$ cat src/rtl/fft_pkg.sv
`default_nettype none
// ============================================================================
// Module      : fft_pkg
// Description : Shared types and arithmetic helpers for the fixed-point FFT
//               datapath (forward 4-point FFT and inverse ifft_4p_seq).
//               - cplx_t      : complex sample with signed real/imag parts
//               - fft_state_t : sequencer states COLLECT/ST1/ST2/EMIT
//               - sat_sym()   : symmetric saturation to a given width
// Revision    : 1.0 - initial release
// ============================================================================
package fft_pkg;

    localparam int FFT_DATAWIDTH = 16;

    // Working width of the saturation helper; callers sign-extend into it.
    localparam int SAT_W = 33;

    typedef struct packed {
        logic signed [FFT_DATAWIDTH-1:0] re;
        logic signed [FFT_DATAWIDTH-1:0] im;
    } cplx_t;

    typedef enum logic [1:0] {
        COLLECT = 2'd0,
        ST1     = 2'd1,
        ST2     = 2'd2,
        EMIT    = 2'd3
    } fft_state_t;

    // Clamp v to [-(2^(width-1)-1), 2^(width-1)-1]. The most negative code
    // of the target width is never returned, so negating a result is safe.
    function automatic logic signed [SAT_W-1:0] sat_sym(
        input logic signed [SAT_W-1:0] v,
        input int                      width
    );
        logic signed [SAT_W-1:0] lim;
        lim = (SAT_W'(1) <<< (width - 1)) - SAT_W'(1);
        if (v > lim) begin
            return lim;
        end else if (v < -lim) begin
            return -lim;
        end else begin
            return v;
        end
    endfunction

endpackage
`default_nettype wire

$ cat src/rtl/ifft_4p_seq_if.sv
`default_nettype none
// ============================================================================
// Module      : ifft_4p_seq_if
// Description : Stream bundle for ifft_4p_seq.
//               Input side : s_valid, s_ready, s_real, s_imag  (X[k], k=0..3)
//               Output side: m_valid, m_ready, m_real, m_imag, m_last
//               modport slave  - the transform block
//               modport master - the environment driving/consuming it
// Revision    : 1.0 - initial release
// ============================================================================
interface ifft_4p_seq_if #(
    parameter int DATAWIDTH = 16
);
    logic                        s_valid;
    logic                        s_ready;
    logic signed [DATAWIDTH-1:0] s_real;
    logic signed [DATAWIDTH-1:0] s_imag;
    logic                        m_valid;
    logic                        m_ready;
    logic signed [DATAWIDTH-1:0] m_real;
    logic signed [DATAWIDTH-1:0] m_imag;
    logic                        m_last;

    modport slave (
        input  s_valid, s_real, s_imag, m_ready,
        output s_ready, m_valid, m_real, m_imag, m_last
    );

    modport master (
        output s_valid, s_real, s_imag, m_ready,
        input  s_ready, m_valid, m_real, m_imag, m_last
    );
endinterface
`default_nettype wire

$ cat src/rtl/bfly_sc.sv
`default_nettype none
// ============================================================================
// Module      : bfly_sc
// Description : Combinational radix-2 butterfly with optional scaling and
//               symmetric saturation.
//                 sum = a + b
//                 dif = a - b            (rot = 0)
//                 dif = j * (a - b)      (rot = 1)
//               j*(a-b) is formed as re = b.im - a.im, im = a.re - b.re, so
//               no negation (and no most-negative overflow) is involved.
//               Macro IFFT4_SCALE_EN: results are arithmetic-shifted right by
//               one before saturation.
// Ports       : rot, a_re/a_im, b_re/b_im in; sum_re/sum_im, dif_re/dif_im out
// Revision    : 1.0 - initial release
// ============================================================================
module bfly_sc
    import fft_pkg::*;
#(
    parameter int DATAWIDTH = 16
) (
    input  logic                        rot,
    input  logic signed [DATAWIDTH-1:0] a_re,
    input  logic signed [DATAWIDTH-1:0] a_im,
    input  logic signed [DATAWIDTH-1:0] b_re,
    input  logic signed [DATAWIDTH-1:0] b_im,
    output logic signed [DATAWIDTH-1:0] sum_re,
    output logic signed [DATAWIDTH-1:0] sum_im,
    output logic signed [DATAWIDTH-1:0] dif_re,
    output logic signed [DATAWIDTH-1:0] dif_im
);

    localparam int EW = DATAWIDTH + 1;

`ifdef IFFT4_SCALE_EN
    localparam int C_SHIFT = 1;
`else
    localparam int C_SHIFT = 0;
`endif

    logic signed [EW-1:0] w_a_re, w_a_im, w_b_re, w_b_im;
    logic signed [EW-1:0] w_sum_re, w_sum_im, w_dif_re, w_dif_im;
    logic signed [EW-1:0] w_sum_re_s, w_sum_im_s, w_dif_re_s, w_dif_im_s;

    assign w_a_re = EW'(a_re);
    assign w_a_im = EW'(a_im);
    assign w_b_re = EW'(b_re);
    assign w_b_im = EW'(b_im);

    assign w_sum_re = w_a_re + w_b_re;
    assign w_sum_im = w_a_im + w_b_im;
    assign w_dif_re = rot ? (w_b_im - w_a_im) : (w_a_re - w_b_re);
    assign w_dif_im = rot ? (w_a_re - w_b_re) : (w_a_im - w_b_im);

    // Arithmetic shift rounds toward minus infinity.
    assign w_sum_re_s = w_sum_re >>> C_SHIFT;
    assign w_sum_im_s = w_sum_im >>> C_SHIFT;
    assign w_dif_re_s = w_dif_re >>> C_SHIFT;
    assign w_dif_im_s = w_dif_im >>> C_SHIFT;

    assign sum_re = DATAWIDTH'(sat_sym(SAT_W'(w_sum_re_s), DATAWIDTH));
    assign sum_im = DATAWIDTH'(sat_sym(SAT_W'(w_sum_im_s), DATAWIDTH));
    assign dif_re = DATAWIDTH'(sat_sym(SAT_W'(w_dif_re_s), DATAWIDTH));
    assign dif_im = DATAWIDTH'(sat_sym(SAT_W'(w_dif_im_s), DATAWIDTH));

endmodule
`default_nettype wire

$ cat src/rtl/ifft_4p_seq.sv
`default_nettype none
// ============================================================================
// Module      : ifft_4p_seq
// Description : Sequential 4-point inverse FFT. Collects X[0..3] over the
//               input stream, runs two butterfly stages (one cycle each) on
//               two shared bfly_sc instances, then streams x[0..3] out in
//               natural order with m_last on x[3].
//               Macro IFFT4_SCALE_EN: divide by two per stage (true IFFT).
// Ports       : clk, rst_n (async, active-low),
//               bus (ifft_4p_seq_if.slave): s_valid/s_ready/s_real/s_imag,
//                                           m_valid/m_ready/m_real/m_imag/m_last
// Revision    : 1.0 - initial release
// ============================================================================
module ifft_4p_seq
    import fft_pkg::*;
#(
    parameter int DATAWIDTH = 16
) (
    input  logic             clk,
    input  logic             rst_n,
    ifft_4p_seq_if.slave     bus
);

    fft_state_t r_state, w_state_nxt;
    logic [1:0] r_cnt, r_ocnt;
    logic       w_s_fire, w_m_fire;

    // Sample store. Slot use per phase:
    //   COLLECT : X0 X1 X2 X3
    //   after ST1: A0 B0 A1 B1
    //   after ST2: x0 x1 x2 x3
    // With that layout both stages write back through the same mapping.
    logic signed [DATAWIDTH-1:0] r_re [0:3];
    logic signed [DATAWIDTH-1:0] r_im [0:3];

    logic                        w_rot;
    logic signed [DATAWIDTH-1:0] w_b0_bre, w_b0_bim;
    logic signed [DATAWIDTH-1:0] w_b1_are, w_b1_aim;
    logic signed [DATAWIDTH-1:0] w_b0_sre, w_b0_sim, w_b0_dre, w_b0_dim;
    logic signed [DATAWIDTH-1:0] w_b1_sre, w_b1_sim, w_b1_dre, w_b1_dim;

    // ------------------------------------------------------------------
    // State register
    // ------------------------------------------------------------------
    always_ff @(posedge clk or negedge rst_n) begin
        if (!rst_n) begin
            r_state <= COLLECT;
        end else begin
            r_state <= w_state_nxt;
        end
    end

    // ------------------------------------------------------------------
    // Next state and handshake qualification
    // ------------------------------------------------------------------
    always_comb begin
        w_state_nxt = r_state;
        w_s_fire    = 1'b0;
        w_m_fire    = 1'b0;
        case (r_state)
            COLLECT: begin
                if (bus.s_valid) begin
                    w_s_fire = 1'b1;
                    if (r_cnt == 2'd3) begin
                        w_state_nxt = ST1;
                    end
                end
            end
            ST1:     w_state_nxt = ST2;
            ST2:     w_state_nxt = EMIT;
            EMIT: begin
                if (bus.m_ready) begin
                    w_m_fire = 1'b1;
                    if (r_ocnt == 2'd3) begin
                        w_state_nxt = COLLECT;
                    end
                end
            end
            default: w_state_nxt = COLLECT;
        endcase
    end

    // ------------------------------------------------------------------
    // Butterfly operand selection
    //   ST1: bfly0 (X0, X2) -> A0/A1, bfly1 (X1, X3) rotated -> B0/B1
    //   ST2: bfly0 (A0, B0) -> x0/x2, bfly1 (A1, B1)          -> x1/x3
    // ------------------------------------------------------------------
    always_comb begin
        w_rot    = (r_state == ST1);
        w_b0_bre = r_re[2];
        w_b0_bim = r_im[2];
        w_b1_are = r_re[1];
        w_b1_aim = r_im[1];
        if (r_state == ST2) begin
            w_b0_bre = r_re[1];
            w_b0_bim = r_im[1];
            w_b1_are = r_re[2];
            w_b1_aim = r_im[2];
        end
    end

    bfly_sc #(.DATAWIDTH(DATAWIDTH)) u_bfly0 (
        .rot    (1'b0),
        .a_re   (r_re[0]),
        .a_im   (r_im[0]),
        .b_re   (w_b0_bre),
        .b_im   (w_b0_bim),
        .sum_re (w_b0_sre),
        .sum_im (w_b0_sim),
        .dif_re (w_b0_dre),
        .dif_im (w_b0_dim)
    );

    bfly_sc #(.DATAWIDTH(DATAWIDTH)) u_bfly1 (
        .rot    (w_rot),
        .a_re   (w_b1_are),
        .a_im   (w_b1_aim),
        .b_re   (r_re[3]),
        .b_im   (r_im[3]),
        .sum_re (w_b1_sre),
        .sum_im (w_b1_sim),
        .dif_re (w_b1_dre),
        .dif_im (w_b1_dim)
    );

    // ------------------------------------------------------------------
    // Sample store and counters
    // ------------------------------------------------------------------
    always_ff @(posedge clk or negedge rst_n) begin
        if (!rst_n) begin
            r_cnt  <= 2'd0;
            r_ocnt <= 2'd0;
            for (int i = 0; i < 4; i++) begin
                r_re[i] <= '0;
                r_im[i] <= '0;
            end
        end else begin
            if (w_s_fire) begin
                r_re[r_cnt] <= bus.s_real;
                r_im[r_cnt] <= bus.s_imag;
                r_cnt       <= r_cnt + 2'd1;
            end
            if ((r_state == ST1) || (r_state == ST2)) begin
                r_re[0] <= w_b0_sre;
                r_im[0] <= w_b0_sim;
                r_re[2] <= w_b0_dre;
                r_im[2] <= w_b0_dim;
                r_re[1] <= w_b1_sre;
                r_im[1] <= w_b1_sim;
                r_re[3] <= w_b1_dre;
                r_im[3] <= w_b1_dim;
            end
            if (w_m_fire) begin
                if (r_ocnt == 2'd3) begin
                    r_ocnt <= 2'd0;
                    r_cnt  <= 2'd0;
                end else begin
                    r_ocnt <= r_ocnt + 2'd1;
                end
            end
        end
    end

    // ------------------------------------------------------------------
    // Outputs: decoded from state so reset acts on them immediately.
    // ------------------------------------------------------------------
    assign bus.s_ready = (r_state == COLLECT);
    assign bus.m_valid = (r_state == EMIT);
    assign bus.m_last  = (r_state == EMIT) && (r_ocnt == 2'd3);
    assign bus.m_real  = r_re[r_ocnt];
    assign bus.m_imag  = r_im[r_ocnt];

endmodule
`default_nettype wire

$ cat src/flat_wrapper.sv
// flat-port wrapper written by rule: the top's interface ports become plain ports
module ifft_4p_seq_flat import fft_pkg::*;
#(
    parameter int DATAWIDTH = 16
)
  (clk, rst_n, bus_s_valid, bus_s_real, bus_s_imag, bus_m_ready, bus_s_ready, bus_m_valid, bus_m_real, bus_m_imag, bus_m_last);
  ifft_4p_seq_if #(.DATAWIDTH(DATAWIDTH)) bus_i ();
  input  logic clk;
  input  logic rst_n;
  input wire logic [$bits(bus_i.s_valid)-1:0] bus_s_valid;
  input wire logic [$bits(bus_i.s_real)-1:0] bus_s_real;
  input wire logic [$bits(bus_i.s_imag)-1:0] bus_s_imag;
  input wire logic [$bits(bus_i.m_ready)-1:0] bus_m_ready;
  output wire logic [$bits(bus_i.s_ready)-1:0] bus_s_ready;
  output wire logic [$bits(bus_i.m_valid)-1:0] bus_m_valid;
  output wire logic [$bits(bus_i.m_real)-1:0] bus_m_real;
  output wire logic [$bits(bus_i.m_imag)-1:0] bus_m_imag;
  output wire logic [$bits(bus_i.m_last)-1:0] bus_m_last;
  assign bus_i.s_valid = bus_s_valid;
  assign bus_i.s_real = bus_s_real;
  assign bus_i.s_imag = bus_s_imag;
  assign bus_i.m_ready = bus_m_ready;
  assign bus_s_ready = bus_i.s_ready;
  assign bus_m_valid = bus_i.m_valid;
  assign bus_m_real = bus_i.m_real;
  assign bus_m_imag = bus_i.m_imag;
  assign bus_m_last = bus_i.m_last;
  ifft_4p_seq #(.DATAWIDTH(DATAWIDTH)) u_core (.clk(clk), .rst_n(rst_n), .bus(bus_i));
endmodule
$ cat config.mk
export PLATFORM = sky130hd
export DESIGN_NAME = ifft_4p_seq_flat
export DESIGN_NICKNAME = d
export VERILOG_FILES = /design/src/rtl/fft_pkg.sv /design/src/rtl/ifft_4p_seq_if.sv /design/src/rtl/bfly_sc.sv /design/src/rtl/ifft_4p_seq.sv /design/src/flat_wrapper.sv
export SDC_FILE = /design/constraint.sdc
export NUM_CORES = 1
export LEC_CHECK = 0
export ABC_AREA = 1
export CORE_MARGIN = 4
export CORE_UTILIZATION = 55
export CTS_BUF_LIST = sky130_fd_sc_hd__clkbuf_2 sky130_fd_sc_hd__clkbuf_4 sky130_fd_sc_hd__clkbuf_8
export DETAILED_ROUTE_END_ITERATION = 7
export PLACE_DENSITY_LB_ADDON = 0.08
export SYNTH_ARGS = -nofsm -noshare
export SYNTH_HDL_FRONTEND = slang
export SYNTH_SLANG_ARGS = --single-unit
$ cat constraint.sdc
create_clock -name clk -period 4.14 [get_ports clk]
set_clock_uncertainty 0.2 [all_clocks]
set_input_delay 0.828 -clock clk [delete_from_list [all_inputs] [get_ports clk]]
set_output_delay 0.828 -clock clk [all_outputs]
set_load 0.02 [all_outputs]
==> metrics.cfg <==
[yosys]
synth_area_leader_cell = dfrtp_1
synth_cell_types = 55
synthCells = 3080
synthTopCellsByArea = dfrtp_1 (18%), nand2_1 (18%), ha_1 (11%)
synth_area_per_cell_um2 = 6.01
syn_area_mm2 = 0.0185
synth_seq_cells = 134
synth_ff_type = dfrtp_1
synth_edf_count = 0
yosysTopAreaCellShare = 0.181
async_flop_share = 1.00
synth_fp_nets = 3282
yosysWarnings = 0
ys_seq_area_frac = 0.181

[clock_network]
clock_path_buffers = 2
cts_tree = built
cts_root_buf = clkbuf_8
insertion_delay_ns = 0.47
cts_hold_buf = 0
numCtsBuffers = 17
clkTransAtPathRegs_ns = 0.09
htreeDepth = 4
clock-sinks = 134

[floorplan]
die_area_mm2 = 0.0367
die_w_um = 192
die_h_um = 192
start_util = 0.564
core.rowCount = 66
core_area_mm2 = 0.0329
io_pins = 71

[layout]
final_cells = 3559
drive_above_1_share = 0.100
fillers = 3280
nets = 3307
antenna_cells = 0
area_delta_synth_final_pct = 9.38

[timing]
slew_headroom = 0.362
setup_viol = 0
hold_viol_final = 0
rsz0062_at_grt = true
final_max_slew_viol_count = 0
fmax_ghz = 0.253
final.period_utilization = 0.956
min_period_ns = 3.96
worst_slew_pin_slew_ns = 0.955

[worst_setup_path]
startpoint_type = register
path_class = register to register
worstPathArrival_ns = 4.11
cp_max_fo = 15
worstPathRequired_ns = 4.30
endpoint_kind = register

[grt]
grt_antenna_before_repair = 0
track_usage = 0.373
overflow = 0
grt_max_degree = 81
grt_pass1_wl_um = 108000
grt_pass1_vias = 19400

[route]
drt_iter0_drc = 2663
final_antenna_net_count = 0
drc_errors = 0
vias = 20800
wl_per_cell_um = 19.5
wl_um = 69400
dr.pass1.iters = 6
vias_per_cell = 5.84

[placement]
gp_congestion = 1.12
io_buffers = 70
place_hpwl_um = 55700
dp.cells = 3524

[worst_hold_path]
hold_path_class = input port to asynchronous set/reset pin

[job]
maxCapViolations = 0

[run_status]
status = complete, no violations

[sequential cells by signal, summed over array words and instances (netlist names)]
| name | count |
|---|---|
| u_core.r_im | 64 |
| u_core.r_re | 64 |
| u_core.r_cnt | 2 |
| u_core.r_ocnt | 2 |
| u_core.r_state | 2 |
[cell type report]
type,count,area [um2],area share
Sequential cell,134,3350,0.166
Clock buffer,20,275,0.0136
Timing Repair Buffer,140,1300,0.0642
Clock inverter,11,126,0.00624
Tap cell,442,553,0.0273
Inverter,495,1870,0.0921
Multi-Input combinational cell,2317,12800,0.631
[critical path, stage by stage (launching register included)]
cell and delay [ns]:
dfrtp_1 0.42, inv_2 0.11, ha_4 0.24, buf_4 0.20
o21ai_0 0.47, ha_2 0.44, inv_1 0.11, o21ai_1 0.13
a21oi_1 0.13, nand2_1 0.15, xor2_1 0.19, nor2_1 0.19
nand2_1 0.08, nor2_1 0.09, nand3_1 0.09, nand2_1 0.08
nand2_2 0.17, nand2_2 0.26, o21bai_1 0.10
[synthesized netlist by cell type, types with 6 or more instances]
library cell / count
nand3_2: 28
nand2_2: 29
xor2_2: 6
a21oi_1: 250
inv_1: 466
o21ai_1: 17
nor2_1: 230
o211ai_1: 20
buf_2: 28
nand3_1: 227
clkbuf_1: 67
o221ai_1: 6
inv_2: 25
o21ai_0: 178
fa_1: 9
ha_1: 157
nand4_1: 31
nor3_2: 8
nand2_1: 893
nor2_2: 11
buf_6: 24
o21bai_1: 28
o22ai_1: 39
xor2_1: 42
dfrtp_1: 134
buf_4: 10
nand3b_1: 7
nor3_1: 15
a21oi_2: 37
[cells by family (layout without fill, tap and decap cells)]
group	Yosys count	in the layout	synth area share
DFF	134	134	0.181
AOI/OAI and AO/OA	603	603	0.188
and+or+nand+nor	1495	1495	0.346
adders and majority gates	166	166	0.116
buffers and inverters	629	666	0.142
xor gates and xnor gates	53	53	0.0275
[metal layers]
metal,vias to the layer above,wire [um],GRT usage
li1,9883,-,-
met1,9623,30400,0.545
met2,1137,29300,0.562
met3,152,6940,0.0546
met4,0,2710,0.127
met5,-,0,0
[through the flow]
stage	instance area (um2)	TNS, ns	hold WS (ns)	worst slack [ns]	utilization
3_3_place_gp	19600	0	0.324	0.0485	0.597
4_1_cts	20000	0	0.227	0.00171	0.609
5_1_grt	20300	-0.0146	0.252	-0.0118	0.616
2_1_floorplan	18500	0	0.307	0.494	-
6_report	20300	0	0.180	0.181	0.616
3_5_place_dp	19600	-0.0464	0.360	-0.0351	0.597
[repair_timing]
| item | in CTS | in global routing |
|---|---|---|
| buffers inserted | 0 | 4 |
| resized for setup | 7 | 77 |
| endpoints found under the setup margin | 11 | 121 |
| pin swaps | 0 | 2 |
[layout by cell type, fill, tap and decap left out, drive strengths merged, types with 5 or more instances in the layout]
cell and n:
dfrtp 134, a21o 5, o21ai 200, nor2 244
inv 491, nand4 31, clkinv 9, nor3 24
xor2 48, ha 157, fa 9, clkbuf 21
buf 70, nand3 255, nand3b 7, o221ai 6
nand2 922, o21bai 28, o22ai 39, a21oi 291
o211ai 20, xnor2 5, clkdlybuf4s50 69
[path summary, 6_finish.rpt]
check                                  start           endpoint  slack, ns  cells past startpoint
max                        u_core.r_state[0]    u_core.r_re[51]       0.18                     18
min                                    rst_n    u_core.r_re[53]       0.18                      1
max reg2reg                u_core.r_state[0]    u_core.r_re[51]       0.18                     18
min reg2reg                u_core.r_state[0]  u_core.r_state[0]       0.40                      2
max in group asynchronous              rst_n    u_core.r_im[26]       2.68                      2
min in group clk           u_core.r_state[0]  u_core.r_state[0]       0.40                      2
Power is not shown: default switching activity piles up to over one toggle a cycle in this logic, so the estimate is an artifact.
